==> config.mk <==
export PLATFORM = sky130hd
export DESIGN_NAME = mio_bus_arbiter
export DESIGN_NICKNAME = d
export VERILOG_FILES = /design/src/rtl/mio_bus_arbiter.sv
export SDC_FILE = /design/constraint.sdc
export NUM_CORES = 1
export LEC_CHECK = 0
export ABC_AREA = 1
export CORE_AREA = 2 2 118 120
export DETAILED_ROUTE_END_ITERATION = 8
export DIE_AREA = 0 0 120 122
export SYNTH_ARGS = -nofsm -noshare
export SYNTH_HDL_FRONTEND = slang
export SYNTH_SLANG_ARGS = --single-unit
==> constraint.sdc <==
create_clock -name clk -period 2.4 [get_ports clk]
set_input_delay 0.36 -clock clk [delete_from_list [all_inputs] [get_ports clk]]
set_output_delay 0.36 -clock clk [all_outputs]
set_load 0.01 [all_outputs]
==> src/rtl/mio_bus_arbiter.sv <==
// mio_bus_arbiter: two-master MIO bus arbiter with round-robin or fixed priority
// and a slave-ready watchdog that terminates unacknowledged transactions.
module mio_bus_arbiter #(
    parameter bit RR_EN   = 1'b1,
    parameter int TIMEOUT = 255
) (
    input  logic        clk,
    input  logic        reset,
    input  logic        m0_breq,
    input  logic        m0_we,
    input  logic [31:0] m0_addr,
    input  logic [31:0] m0_wdata,
    output logic [31:0] m0_rdata,
    output logic        m0_ready,
    output logic        m0_err,
    input  logic        m1_breq,
    input  logic        m1_we,
    input  logic [31:0] m1_addr,
    input  logic [31:0] m1_wdata,
    output logic [31:0] m1_rdata,
    output logic        m1_ready,
    output logic        m1_err,
    output logic        s_breq,
    output logic        s_we,
    output logic [31:0] s_addr,
    output logic [31:0] s_wdata,
    input  logic [31:0] s_rdata,
    input  logic        s_ready,
    output logic [1:0]  grant,
    output logic [1:0]  state
);
    typedef enum logic [1:0] {IDLE = 2'd0, GNT0 = 2'd1, GNT1 = 2'd2, ERR = 2'd3} state_t;
    localparam logic [15:0] LIMIT = 16'(TIMEOUT - 1);
    state_t      r_state, w_next;
    logic [15:0] r_cnt;
    logic        r_last, r_owner;
    logic        w_gnt, w_sel1, w_breq, w_done, w_err, w_act;
    assign w_gnt  = (r_state == GNT0) || (r_state == GNT1);
    // ERR keeps pointing at the master whose transaction timed out
    assign w_sel1 = (r_state == GNT1) || ((r_state == ERR) && r_owner);
    assign w_breq = w_sel1 ? m1_breq : m0_breq;
    assign w_done = w_gnt && s_ready;
    assign w_err  = r_state == ERR;
    assign w_act  = r_state != IDLE;
    always_comb begin
        w_next = r_state;
        case (r_state)
            IDLE:       w_next = (m0_breq && (!m1_breq || !RR_EN || r_last)) ? GNT0 :
                                 m1_breq ? GNT1 : IDLE;
            GNT0, GNT1: w_next = (s_ready || !w_breq) ? IDLE :
                                 (r_cnt == LIMIT) ? ERR : r_state;
            default:    w_next = IDLE;
        endcase
    end
    always_ff @(posedge clk or negedge reset) begin
        if (!reset) begin
            r_state <= IDLE;
            r_cnt   <= 16'd0;
            r_last  <= 1'b1;
            r_owner <= 1'b0;
        end else begin
            r_state <= w_next;
            r_cnt   <= (w_gnt && w_next == r_state) ? r_cnt + 16'd1 : 16'd0;
            if (w_gnt)
                r_owner <= r_state == GNT1;
            if (w_done || w_err)
                r_last <= w_sel1;
        end
    end
    assign state    = r_state;
    assign grant    = {w_act && w_sel1, w_act && !w_sel1};
    assign s_breq   = w_gnt && w_breq;
    assign s_we     = w_gnt && (w_sel1 ? m1_we : m0_we);
    assign s_addr   = w_gnt ? (w_sel1 ? m1_addr : m0_addr) : 32'd0;
    assign s_wdata  = w_gnt ? (w_sel1 ? m1_wdata : m0_wdata) : 32'd0;
    assign m0_ready = (w_done || w_err) && !w_sel1;
    assign m1_ready = (w_done || w_err) && w_sel1;
    assign m0_err   = w_err && !w_sel1;
    assign m1_err   = w_err && w_sel1;
    assign m0_rdata = (w_done && !w_sel1) ? s_rdata : 32'd0;
    assign m1_rdata = (w_done && w_sel1) ? s_rdata : 32'd0;
endmodule

Word-level counts from Yosys, hierarchy flattened
Index checks and enable logic that the tools add are counted.
{ "totals": {"register_bits": 20, "latch_bits": 0, "ramBits": 0, "romBits": 0, "inputBits": 167, "out_inout_bits": 138, "word_cells": 49, "n_memories": 0} }
{ "op_classes": {"add_sub_neg": 1, "multipliers": 0, "div_mod_pow": 0, "n_lt_le_gt_ge": 0, "eq_ne": 5, "n_shift": 0, "muxes": 14, "n_bitwise": 0, "reduce_logical": 25} }
{ "ops": {"columns": ["cell", "n"], "rows": [
  ["$mux W32", 6],
  ["$add A16 B1 Y16 const B", 1],
  ["$eq A16 B8 Y1 const B", 1],
  ["$mux W16", 1],
  ["$logic_and A1 B1 Y1", 14],
  ["$mux W2", 4],
  ["$logic_or A1 B1 Y1", 5],
  ["$eq A2 B2 Y1 const B", 2],
  ["$pmux W2 S2", 1],
  ["$logic_not A1 Y1", 3],
  ["$eq A2 B1 Y1 const B", 1],
  ["$eq A2 B2 Y1", 1],
  ["$logic_not A2 Y1", 1],
  ["$mux W1", 2],
  ["$reduce_bool A2 Y1", 1],
  ["$reduce_or A2 Y1", 1]
]} }

Logic depth before layout (Yosys ltp)
{ "logic_depth": {"ltp_word": 11, "depth_mapped": 14, "mapped_depth_nobuf": 13} }

Worst setup path before layout
No wires, ideal clock.
{ "synth_timing": {"path_type": "register -> output", "from": "register r_state[0], in the netlist state[0]", "to": "output s_addr[23]", "arrival_time_ns": 1.777, "required_ns": 2.040, "path_slack_ns": 0.263, "stages_incl_launch_ff": 8, "n_path_buf": 3, "cell_sequence": "dfrtp_1 > inv_1 > ha_1 > clkbuf_2 > clkbuf_1 > clkbuf_1 > o21ai_0 > nor2_1"} }
{ "synth_between": {"elab_cells_between_ends": 8, "classes_between": "eq/ne: 3; mux: 2; reduce/logical: 3"} }
{ "synth_rtl": {"columns": ["element", "line", "rtl"], "rows": [
  ["from (decl)", "34", "state_t r_state, w_next;"],
  ["from (signal assigned)", "62", "r_state <= w_next;"],
  ["$eq A2 B1 Y1 or $eq A2 B2 Y1 (tied branches)", "38", "assign w_gnt = (r_state == GNT0) || (r_state == GNT1);"],
  ["$logic_or A1 B1 Y1 (*)", "38", null],
  ["via w_gnt", "37", "logic w_gnt, w_sel1, w_breq, w_done, w_err, w_act;"],
  ["$mux W32 (*)", "74", "assign s_addr = w_gnt ? (w_sel1 ? m1_addr : m0_addr) : 32'd0;"],
  ["to (decl)", "25", "output logic [31:0] s_addr,"]
]} }
The timed path passes the listed nets; every way through them passes the cells marked *.

Final worst setup path
{ "layout_timing": {"from": "register r_state[0], in the netlist state[0]", "to": "output m0_rdata[31]"} }
{ "layout_between": {"elab_chain_cells": 6, "elab_cells_between_ends": 10, "classes_between": "eq/ne: 3; mux: 1; reduce/logical: 6"} }
{ "layout_rtl": {"columns": ["element", "line", "rtl"], "rows": [
  ["$eq A2 B2 Y1", "40", "assign w_sel1 = (r_state == GNT1) || ((r_state == ERR) && r_owner);"],
  ["$logic_and A1 B1 Y1", "40", null],
  ["$logic_or A1 B1 Y1", "40", null],
  ["$logic_not A1 Y1", "80", "assign m0_rdata = (w_done && !w_sel1) ? s_rdata : 32'd0;"],
  ["$logic_and A1 B1 Y1 (*)", "80", null],
  ["$mux W32 (*)", "80", null],
  ["to (decl)", "13", "output logic [31:0] m0_rdata,"]
]} }
Every way passes the cells marked *; elsewhere a longest branch is shown, timed or not.

==> results.txt <==
The data required time at the worst endpoint is 2.04 ns. The number of distinct library cells after synthesis came out at 26. In this run the count of I/O pins placed on the die edge is just over 300. In the routed layout, each cell is associated on average with a via count of approximately 4.3.

The number of synthesized register bits came out at 20. The path class of the lowest-slack min-delay path is in -> async. The met1 wire length came out at between 5000 and 6000 um. The number of hold violations in the final report is 0. The number of global-route vias before repair is 3924.

During placement, the flow inserted port buffers numbering a little over 300. The minimum clock period came out at about 2.3 ns. The final critical-path setup slack came out at about 0.1 ns. The arrival time at the worst endpoint came out at around 1.9 ns. The H-tree level count is 1.

The max-slew violation count was 0. The die extent in y is between 100 and 150 um. Dividing the final minimum period by the clock period gives about 96%. The aggregate global routing overflow came out at 0. The highest fanout seen on the critical path is 32.

The post-route core utilization is between 40 and 50%. The area of the mapped netlist is between 2000 and 3000 um^2. The remaining number of nets flagged by the antenna check after routing came out at 0. The relative slew slack came out at between 70 and 80%.

The die outline area came out at 14600 um^2. The routed wire length per instance is 15.4 um. Walking the worst path, the cells encountered are inv_2, ha_1, inv_2, nand2_8, inv_8, nand3_1, buf_12, nor2_1, clkdlybuf4s15_1. The quantity of hold-fixing buffers added after cts is 0. The worst slack after detailed placement is between 0.02 and 0.025 ns. The highest signal layer in the routed design is met4. The leakage power came out at a little under 4 nW. The wire length of the first global-routing pass came out at around 20000 um.

The post-detailed-routing wire length came out at around 15000 um. TritonCTS built the clock tree. The root cell of the clock tree is sky130_fd_sc_hd__clkbuf_16.

The cell count after placement is 945. The most frequent cell on the critical path is sky130_fd_sc_hd__inv_2. The initial detailed-routing violation count came out at between 150 and 200.

Once detailed placement completed, the half-perimeter wirelength came to 11400 um. The number of antenna violations at the first check in global routing is 0. The proportion of layout cells with a drive suffix above 1 came out at roughly 7.4%.

The synthesis-to-layout area growth is 142%. The clock latency at the later pin of the worst-skew pair came out at about 0.25 ns. The number of setup violations in the final report came out at 0. The sequential share of the synthesized area came out at about a fifth. The clock input transition at the sequential cells of the worst setup and hold paths came out at ~0.060 ns. The final routed DRC violation total came out at 0. At the end of routability-driven placement, the weighted congestion stood at between 0.8 and 0.9.

Summed over all nets, wire length on met3 after detailed routing comes to ~1300 um. Global routing used 17.4% of the available tracks across all layers. The area inside the core boundary is around 14000 um^2.

IR analysis of the VDD net gives a maximum drop of 0.327 mV. The critical path capture point type is an output port. The layout filler cell count is 1392. The buffer levels on the longest clock path is 2. After the flow finishes, the layout carries non-filler instances totaling about 960. The total length of routed met2 wires came out at roughly 7500 um.

The final layout net count is approximately 950. At the pin with the least slew margin, the transition time is between 0.4 and 0.5 ns. For this configuration, the core starts out at a cell density of 19.2%. The largest net degree at the start of global routing came out at 71. The total clock sinks is 20. For this run, the top clock speed supported by timing is around 430 MHz. For the final routed database, the setup TNS stands at 0 ns. The detailed router placed about 4100 vias in this run. For this design, the slowest cell found on the critical path is sky130_fd_sc_hd__dfrtp_1.

STA classifies the critical path startpoint as a flop. The width of the die came out at roughly 120 um. When the netlist entered floorplanning its net count stood at 650. The total power per unit cell area came out at between 700 and 800 nW/um^2. The critical path class is reg -> out. The number of clock buffers added by TritonCTS is 3.

After technology mapping, the gate count stands at ~480. The flow ran to the end, and the final reports show no timing, DRC or antenna violations. Before antenna repair, the detailed router went through 4 iterations.

The total of warnings raised by yosys is 0. The number of standard-cell rows in the floorplan is 43. The worst clock skew came out at 0.00209 ns.

The delay contributed by the slowest stage of the critical path is 0.38 ns. The per-instance average area after synthesis is about 5.4 um^2. The tool flagged a number of max-cap violations equal to 0.
report_power, final:
part / internal, mW / total (mW) / leakage, nW / switching [mW]
Combinational: 1.77 / 3.79 / 3.60 / 2.02
Sequential: 0.378 / 0.406 / 0.271 / 0.0281
Clock: 0.254 / 0.378 / 0.0442 / 0.124
Total: 2.40 / 4.57 / 3.92 / 2.17
layout make-up:
type	count	area, um^2	area share (%)
repair buffers	324	3410	54.5
inverters	55	214	3.41
diodes	2	5.00	0.0799
well taps	180	225	3.59
flip-flops and latches	20	502	8.01
clock buffers	4	88.8	1.42
multi-input cells	372	1820	29.0
sequential cells by signal, summed over array words and instances (netlist names):
| name | cells |
|---|---|
| r_cnt | 16 |
| r_last | 1 |
| r_owner | 1 |
| state | 2 |
metrics by stage:
stage | hold WS, ns | area (um^2) | power, mW
after global placement | 0.463 | 5900 | 4.11
after CTS | 0.462 | 5910 | 4.43
after global routing | 0.494 | 6260 | 4.91
final | 0.458 | 6270 | 4.57
after floorplan | 0.0644 | 2590 | 2.02
after detailed placement | 0.468 | 5900 | 4.15
critical path, delay by kind of cell, from the launching register on:
family	cells	cell delay [ns]
fa+ha+maj	1	0.21
buf+inv	5	0.73
flops	1	0.38
simple gates	3	0.35
metal layers:
metal | up-vias | GRT usage [%]
met2 | 170 | 30.9
met5 | - | 0
li1 | 2063 | -
met1 | 1863 | 20.5
met4 | 0 | 3.97
met3 | 20 | 5.34
logic make-up after synthesis:
kind of cell | synth area share (%)
xor+xnor | 4.73
flops | 19.4
compound gates | 13.3
fa+ha+maj | 2.90
simple gates | 46.3
buf+inv | 13.4
synthesized netlist by cell type:
cell type | n | area [um^2]
sky130_fd_sc_hd__nor2_1 | 211 | 792
sky130_fd_sc_hd__o21ai_0 | 63 | 315
sky130_fd_sc_hd__inv_1 | 53 | 199
sky130_fd_sc_hd__nand2_1 | 27 | 101
sky130_fd_sc_hd__clkbuf_1 | 21 | 78.8
sky130_fd_sc_hd__dfrtp_1 | 19 | 475
sky130_fd_sc_hd__nand3_1 | 12 | 60.1
sky130_fd_sc_hd__nor3_2 | 10 | 100
sky130_fd_sc_hd__xor2_1 | 10 | 87.6
sky130_fd_sc_hd__nor3_1 | 8 | 40.0
sky130_fd_sc_hd__nand2_2 | 7 | 43.8
sky130_fd_sc_hd__ha_1 | 6 | 75.1
sky130_fd_sc_hd__buf_1 | 5 | 18.8
sky130_fd_sc_hd__o21ai_1 | 4 | 20.0
sky130_fd_sc_hd__xnor2_1 | 4 | 35.0
sky130_fd_sc_hd__buf_6 | 3 | 33.8
sky130_fd_sc_hd__nand4_1 | 3 | 18.8
sky130_fd_sc_hd__a21oi_1 | 2 | 10.0
sky130_fd_sc_hd__inv_2 | 2 | 7.51
sky130_fd_sc_hd__buf_2 | 1 | 5.00
sky130_fd_sc_hd__clkbuf_2 | 1 | 5.00
sky130_fd_sc_hd__dfstp_2 | 1 | 26.3
sky130_fd_sc_hd__nand2_4 | 1 | 11.3
sky130_fd_sc_hd__nand3_4 | 1 | 17.5
sky130_fd_sc_hd__nand3b_1 | 1 | 7.51
sky130_fd_sc_hd__nor4_1 | 1 | 6.26
path summary, 6_finish.rpt:
kind                                          from                  end  slack [ns]  cells after the start
max in group asynchronous                    reset   r_last$_DFFE_PN1N_        1.67                      2
worst min register to register  r_cnt[0]$_DFF_PN0_   r_cnt[0]$_DFF_PN0_        0.48                      1
worst max register to register  state[0]$_DFF_PN0_  r_cnt[15]$_DFF_PN0_        0.15                     14
min in group clk                r_cnt[0]$_DFF_PN0_   r_cnt[0]$_DFF_PN0_        0.48                      1
worst max-delay path            state[0]$_DFF_PN0_         m0_rdata[31]        0.10                      9
worst min-delay path                         reset  r_cnt[11]$_DFF_PN0_        0.46                      2
repair_timing:
item,CTS,global route
endpoints found under the setup margin,132,82
gates resized for setup,76,88
cloned,0,4
pin swaps,0,1
buffers inserted,0,2
layout by cell type, fill, tap and decap left out, types with 2 or more instances in the layout:
| cell | instances |
|---|---|
| sky130_fd_sc_hd__nor2_1 | 210 |
| sky130_fd_sc_hd__clkdlybuf4s50_1 | 169 |
| sky130_fd_sc_hd__dlygate4sd2_1 | 71 |
| sky130_fd_sc_hd__dlymetal6s2s_1 | 62 |
| sky130_fd_sc_hd__o21ai_0 | 61 |
| sky130_fd_sc_hd__inv_1 | 50 |
| sky130_fd_sc_hd__nand2_1 | 27 |
| sky130_fd_sc_hd__dfrtp_1 | 19 |
| sky130_fd_sc_hd__nor3_2 | 13 |
| sky130_fd_sc_hd__nand3_1 | 11 |
| sky130_fd_sc_hd__xor2_1 | 10 |
| sky130_fd_sc_hd__buf_4 | 9 |
| sky130_fd_sc_hd__buf_12 | 8 |
| sky130_fd_sc_hd__nand2_2 | 6 |
| sky130_fd_sc_hd__o21ai_1 | 6 |
| sky130_fd_sc_hd__clkbuf_16 | 6 |
| sky130_fd_sc_hd__nor3_1 | 5 |
| sky130_fd_sc_hd__inv_2 | 4 |
| sky130_fd_sc_hd__xnor2_1 | 4 |
| sky130_fd_sc_hd__ha_1 | 4 |
| sky130_fd_sc_hd__nand4_1 | 3 |
| sky130_fd_sc_hd__diode_2 | 2 |
| sky130_fd_sc_hd__nand2_8 | 2 |
| sky130_fd_sc_hd__nand3_4 | 2 |
| sky130_fd_sc_hd__a21oi_1 | 2 |
| sky130_fd_sc_hd__clkdlybuf4s15_1 | 2 |
Note: power is estimated with default switching activity, not from simulation.
